File: src/rtl/pi_switch_sched_pkg.sv
// Shared constants and state type for the pi switch output scheduler.
package pi_switch_sched_pkg;

  localparam int PI_LR_N   = 6;
  localparam int PI_UU_N   = 4;
  localparam int PI_LR_S_W = 3;
  localparam int PI_UU_S_W = 2;

  typedef enum logic {
    IDLE = 1'b0,
    BUSY = 1'b1
  } pi_sched_state_t;

endpackage

File: src/rtl/pi_switch_sched_rr_chan.sv
// One output channel: arbitrates N requesters, holds the mux select and
// valid until downstream accepts, and pulses a one-hot grant on transfer.
module pi_rr_chan
  import pi_switch_sched_pkg::*;
#(
  parameter int N     = PI_LR_N,
  parameter bit RR_EN = 1'b1,
  parameter int S_W   = $clog2(N)
) (
  input  logic           clk,
  input  logic           rst,
  input  logic [N-1:0]   req_i,
  input  logic           ready_i,
  output logic [N-1:0]   gnt_o,
  output logic [S_W-1:0] s_o,
  output logic           valid_o
);

  localparam int IW = S_W + 1;

  pi_sched_state_t state_q, state_d;
  logic [S_W-1:0]  s_q, s_d;
  logic [S_W-1:0]  ptr_q, ptr_d;
  logic [S_W-1:0]  ptr_nxt_s, start_s, win_s;
  logic [N-1:0]    sel_oh_s, cand_s, gnt_s;
  logic [IW-1:0]   idx_s;
  logic            found_s;

  assign sel_oh_s  = {{(N-1){1'b0}}, 1'b1} << s_q;
  assign ptr_nxt_s = (s_q == S_W'(N - 1)) ? '0 : s_q + S_W'(1);

  // The current winner is masked on its own transfer cycle, so a lone
  // requester sees a one-cycle bubble between consecutive flits.
  always_comb begin
    cand_s  = (state_q == BUSY) ? (req_i & ~sel_oh_s) : req_i;
    found_s = 1'b0;
    win_s   = '0;
    idx_s   = '0;
    if (RR_EN) begin
      start_s = (state_q == BUSY) ? ptr_nxt_s : ptr_q;
    end else begin
      start_s = '0;
    end
    for (int i = 0; i < N; i++) begin
      idx_s = {1'b0, start_s} + IW'(i);
      if (idx_s >= IW'(N)) begin
        idx_s = idx_s - IW'(N);
      end
      if (!found_s && cand_s[idx_s[S_W-1:0]]) begin
        found_s = 1'b1;
        win_s   = idx_s[S_W-1:0];
      end
    end
  end

  always_comb begin
    state_d = state_q;
    s_d     = s_q;
    ptr_d   = ptr_q;
    gnt_s   = '0;
    case (state_q)
      IDLE: begin
        if (found_s) begin
          state_d = BUSY;
          s_d     = win_s;
        end
      end
      BUSY: begin
        if (ready_i) begin
          gnt_s = sel_oh_s;
          ptr_d = ptr_nxt_s;
          if (found_s) begin
            s_d = win_s;
          end else begin
            state_d = IDLE;
          end
        end
      end
      default: state_d = IDLE;
    endcase
  end

  always_ff @(posedge clk or posedge rst) begin
    if (rst) begin
      state_q <= IDLE;
      s_q     <= '0;
      ptr_q   <= '0;
    end else begin
      state_q <= state_d;
      s_q     <= s_d;
      ptr_q   <= ptr_d;
    end
  end

  assign gnt_o   = gnt_s;
  assign s_o     = s_q;
  assign valid_o = (state_q == BUSY);

endmodule

File: src/rtl/pi_switch_sched.sv
// Pi switch output scheduler: two 6-way left/right channels and two 4-way
// up channels, each an independent arbiter with valid/ready toward its link.
module pi_switch_sched
  import pi_switch_sched_pkg::*;
#(
  parameter bit RR_EN = 1'b1
) (
  input  logic                           clk,
  input  logic                           rst,
  input  logic [1:0][PI_LR_N-1:0]        lr_req,
  output logic [1:0][PI_LR_N-1:0]        lr_gnt,
  output logic [1:0][PI_LR_S_W-1:0]      lr_s,
  output logic [1:0]                     lr_o_valid,
  input  logic [1:0]                     lr_o_ready,
  input  logic [1:0][PI_UU_N-1:0]        u0u1_req,
  output logic [1:0][PI_UU_N-1:0]        u0u1_gnt,
  output logic [1:0][PI_UU_S_W-1:0]      u0u1_s,
  output logic [1:0]                     u0u1_o_valid,
  input  logic [1:0]                     u0u1_o_ready
);

  for (genvar c = 0; c < 2; c++) begin : g_ch
    pi_rr_chan #(
      .N    (PI_LR_N),
      .RR_EN(RR_EN),
      .S_W  (PI_LR_S_W)
    ) u_lr (
      .clk    (clk),
      .rst    (rst),
      .req_i  (lr_req[c]),
      .ready_i(lr_o_ready[c]),
      .gnt_o  (lr_gnt[c]),
      .s_o    (lr_s[c]),
      .valid_o(lr_o_valid[c])
    );

    pi_rr_chan #(
      .N    (PI_UU_N),
      .RR_EN(RR_EN),
      .S_W  (PI_UU_S_W)
    ) u_uu (
      .clk    (clk),
      .rst    (rst),
      .req_i  (u0u1_req[c]),
      .ready_i(u0u1_o_ready[c]),
      .gnt_o  (u0u1_gnt[c]),
      .s_o    (u0u1_s[c]),
      .valid_o(u0u1_o_valid[c])
    );
  end

endmodule
File: config.mk
export PLATFORM = sky130hd
export DESIGN_NAME = pi_switch_sched
export DESIGN_NICKNAME = d
export VERILOG_FILES = /design/src/rtl/pi_switch_sched_pkg.sv /design/src/rtl/pi_switch_sched_rr_chan.sv /design/src/rtl/pi_switch_sched.sv
export SDC_FILE = /design/constraint.sdc
export NUM_CORES = 1
export LEC_CHECK = 0
export ABC_AREA = 1
export BUFFER_PORTS_ARGS = -buffer_cell sky130_fd_sc_hd__buf_4
export CORE_UTILIZATION = 40
export DETAILED_ROUTE_END_ITERATION = 7
export SLEW_MARGIN = 20
export SYNTH_ARGS = -nofsm -noshare
export SYNTH_HDL_FRONTEND = slang
export SYNTH_SLANG_ARGS = --single-unit
File: constraint.sdc
create_clock -name clk -period 9.3 [get_ports clk]
set_input_delay 0.93 -clock clk [delete_from_list [all_inputs] [get_ports clk]]
set_output_delay 0.93 -clock clk [all_outputs]
set_load 0.01 [all_outputs]
==> impl_metrics.py <==
metrics = {
    "synthesis": {
        "async_flop_share_pct": 100,
        "synth-adder-area-share_pct": 9.42,
        "synthXorXnorAreaFrac_pct": 1.35,
        "synth_top_flop_cell": "dfrtp_1",
        "yosysMostFrequentCell": "nand2_1",
        "synth_top_cell_area_share_pct": 17.1,
        "yosysSeqAreaShare_pct": 16.2,
        "synth_mux_area_share_pct": 0,
        "yosys.area_share.simple_pct": 47.3,
        "synth_commonest_cells": "nand2_1, inv_1, nand3_1",
        "synth-compound-area-share_pct": 14.3,
        "synth_cells": 611,
        "syn-cell-area_um2": 3720,
        "synth_edf_count": 0,
        "synth_area_leaders": "nand2_1, dfrtp_1, ha_1",
        "synth_area_leader_cell": "nand2_1",
        "synth_warnings": 0,
        "synth_top_family_by_area": "simple AND/OR/NAND/NOR gates",
        "syn_area_per_cell_um2": 6.08,
        "syn_nets": 665,
        "ys_ff_latch": 24,
        "ys_types": 42,
    },
    "setup_path": {
        "crit_type": "flop to flop",
        "cp.required_ns": 9.47,
        "crit_path_max_fanout": 10,
        "cp_data_arrival_time_ns": 3.83,
        "start_kind": "flop",
        "cp-end-kind": "flop",
        "rrSetupSlack_ns": 5.64,
    },
    "drt": {
        "totalWireLength_mm": 9.52,
        "drtPass1Iterations": 6,
        "drt_iter0_markers": 159,
        "vias_per_cell": 5.08,
        "via_count": 3915,
        "drc": 5,
        "wire_per_inst_um": 12.4,
        "final_antenna_net_count": 0,
    },
    "clocking": {
        "cts_buffers": 3,
        "post_cts_buffers": 0,
        "cts_htree_levels": 1,
        "cts.clk_slew.worst_paths_ns": 0.09,
        "cts_hold_buf": 0,
        "cts_buffer_depth": 2,
        "clk_latency_ns": 0.27,
        "cts_tree": "done",
        "clock-sinks": 24,
        "cts_resized": 0,
        "cts_root_buf": "clkbuf_8",
    },
    "floorplanning": {
        "num_rows": 34,
        "die_y_um": 98.4,
        "io_pins": 60,
        "dieArea_um2": 9680,
        "die_x_um": 98.4,
        "core_area_um2": 8850,
        "start_util_pct": 42.0,
    },
    "finish": {
        "fillers": 937,
        "final_cells": 770,
        "diodes": 0,
        "drive_above_1_share_pct": 18.6,
        "nets": 717,
        "area_growth_pct": 15.0,
    },
    "grt": {
        "antenna_found_initial": 0,
        "grt_usage_pct": 20.2,
        "grt-ovfl-total": 0,
        "grt_start_max_net_pins": 25,
        "grt_pass1_vias": 3664,
        "grt_pass1_wl_mm": 16.4,
    },
    "status": {
        "status": "finished with violations",
        "violations": "design-rule violations",
    },
    "placed_design": {
        "hpwlAfterDp_mm": 7.94,
        "dp_cells": 766,
        "portBuffers": 59,
        "gp_congestion": 0.862,
        "place_ws_ns": 5.66,
    },
    "sta": {
        "drv_slew": 0,
        "max_freq_ghz": 0.273,
        "hold_violations": 0,
        "max_slew_margin_pct": 41.6,
        "setup_viol": 0,
        "fin_crit_sh_pct": 39.4,
        "rsz0062_at_grt": "false",
        "setup-tns-final_ns": 0,
        "skew_ns": 0.00530,
        "layout_min_cycle_time_ns": 3.66,
        "worst_slew_pin_slew_ns": 0.875,
        "whs_ns": 0.508,
        "setup_ws_ns": 5.64,
    },
    "flow_run": {
        "cap_violations": 0,
    },
    "worst_hold_path": {
        "hold_class": "flop to flop",
    },
}
layer usage:
layer	vias up	wire length (um)	track usage, %	part of all wire (%)
li1	2105	-	-	-
met1	1717	4590	27.4	48
met2	78	4370	33.7	46
met3	15	356	3.08	3.7
met4	0	201	5.28	2.1
met5	-	0	0	0
state kept, by name (all words and copies together), names as in the netlist:
name and cells:
g_ch.u_lr.valid_o 2, g_ch.u_lr.s_o 6, g_ch.u_uu.ptr_q 4, g_ch.u_uu.s_o 4, g_ch.u_uu.valid_o 2, g_ch.u_lr.ptr_q 6
path summary, 6_finish.rpt:
check / start / endpoint / depth (start not counted)
worst max register to register: g_ch[0].u_lr.s_o[0]$_DFFE_PP0P_ / g_ch[0].u_lr.s_o[1]$_DFFE_PP0P_ / 19
min in group asynchronous: rst / g_ch[1].u_uu.valid_o$_DFF_PP0_ / 2
max in group asynchronous: rst / g_ch[1].u_lr.ptr_q[1]$_DFFE_PP0P_ / 2
worst max-delay path: g_ch[0].u_lr.s_o[0]$_DFFE_PP0P_ / g_ch[0].u_lr.s_o[1]$_DFFE_PP0P_ / 19
worst min-delay path: g_ch[0].u_uu.ptr_q[1]$_DFFE_PP0P_ / g_ch[0].u_uu.ptr_q[1]$_DFFE_PP0P_ / 2
worst min register to register: g_ch[0].u_uu.ptr_q[1]$_DFFE_PP0P_ / g_ch[0].u_uu.ptr_q[1]$_DFFE_PP0P_ / 2
through the flow:
step	utilization, %	area (um2)
detailed placement	47.5	4210
finish	48.3	4280
global placement	47.5	4210
CTS	48.3	4280
global route	48.3	4280
floorplan	-	3720
final cells by class:
class,count,area (um2),area share (%)
well taps,108,135,3.16
clock inverters,1,30.0,0.702
repair buffers,59,443,10.4
multi-input cells,485,2690,62.9
flip-flops and latches,24,601,14.0
inverters,90,338,7.90
clock buffers,3,41.3,0.965
cells by family (layout without fill, tap and decap cells):
| kind of cell | after synthesis | in the layout |
|---|---|---|
| xor+xnor | 4 | 4 |
| flops | 24 | 24 |
| buf+inv | 102 | 153 |
| simple gates | 363 | 363 |
| fa+ha+maj | 28 | 28 |
| compound gates | 90 | 90 |
cells in the final DEF (no fill, tap or decap), types with 3 or more instances in the layout:
cell type	netlist	final
inv_2	14	14
inv_1	75	75
clkbuf_8	0	3
nor2_1	54	54
o21ai_2	5	5
nand3_4	3	3
nand3_1	58	58
nand2_4	4	4
or2_2	3	3
dfrtp_1	24	24
o21ai_0	46	46
ha_1	28	28
nor2_4	3	3
nand2_2	9	9
nand3_2	9	9
o211ai_1	3	3
nor3_1	14	14
o21ai_1	17	17
a21oi_1	9	9
buf_4	7	59
nand4_1	29	29
nand2_1	169	169
worst max-delay path: stages, from the launching register on:
cell and delay, ns:
dfrtp_1 0.55, inv_1 0.15, nand2_1 0.08, o21ai_0 0.11, o21ai_0 0.61, inv_1 0.22
ha_1 0.37, inv_1 0.14, o21ai_1 0.12, o21ai_4 0.22, xor2_2 0.22, nand2_1 0.07
o211ai_1 0.11, nand2_1 0.14, inv_2 0.09, nand3_1 0.09, nor2_1 0.10, nor2_1 0.04
nand2_1 0.06, nand2_1 0.05
Power is not shown: default switching activity piles up to over one toggle a cycle in this logic, so the estimate is an artifact.
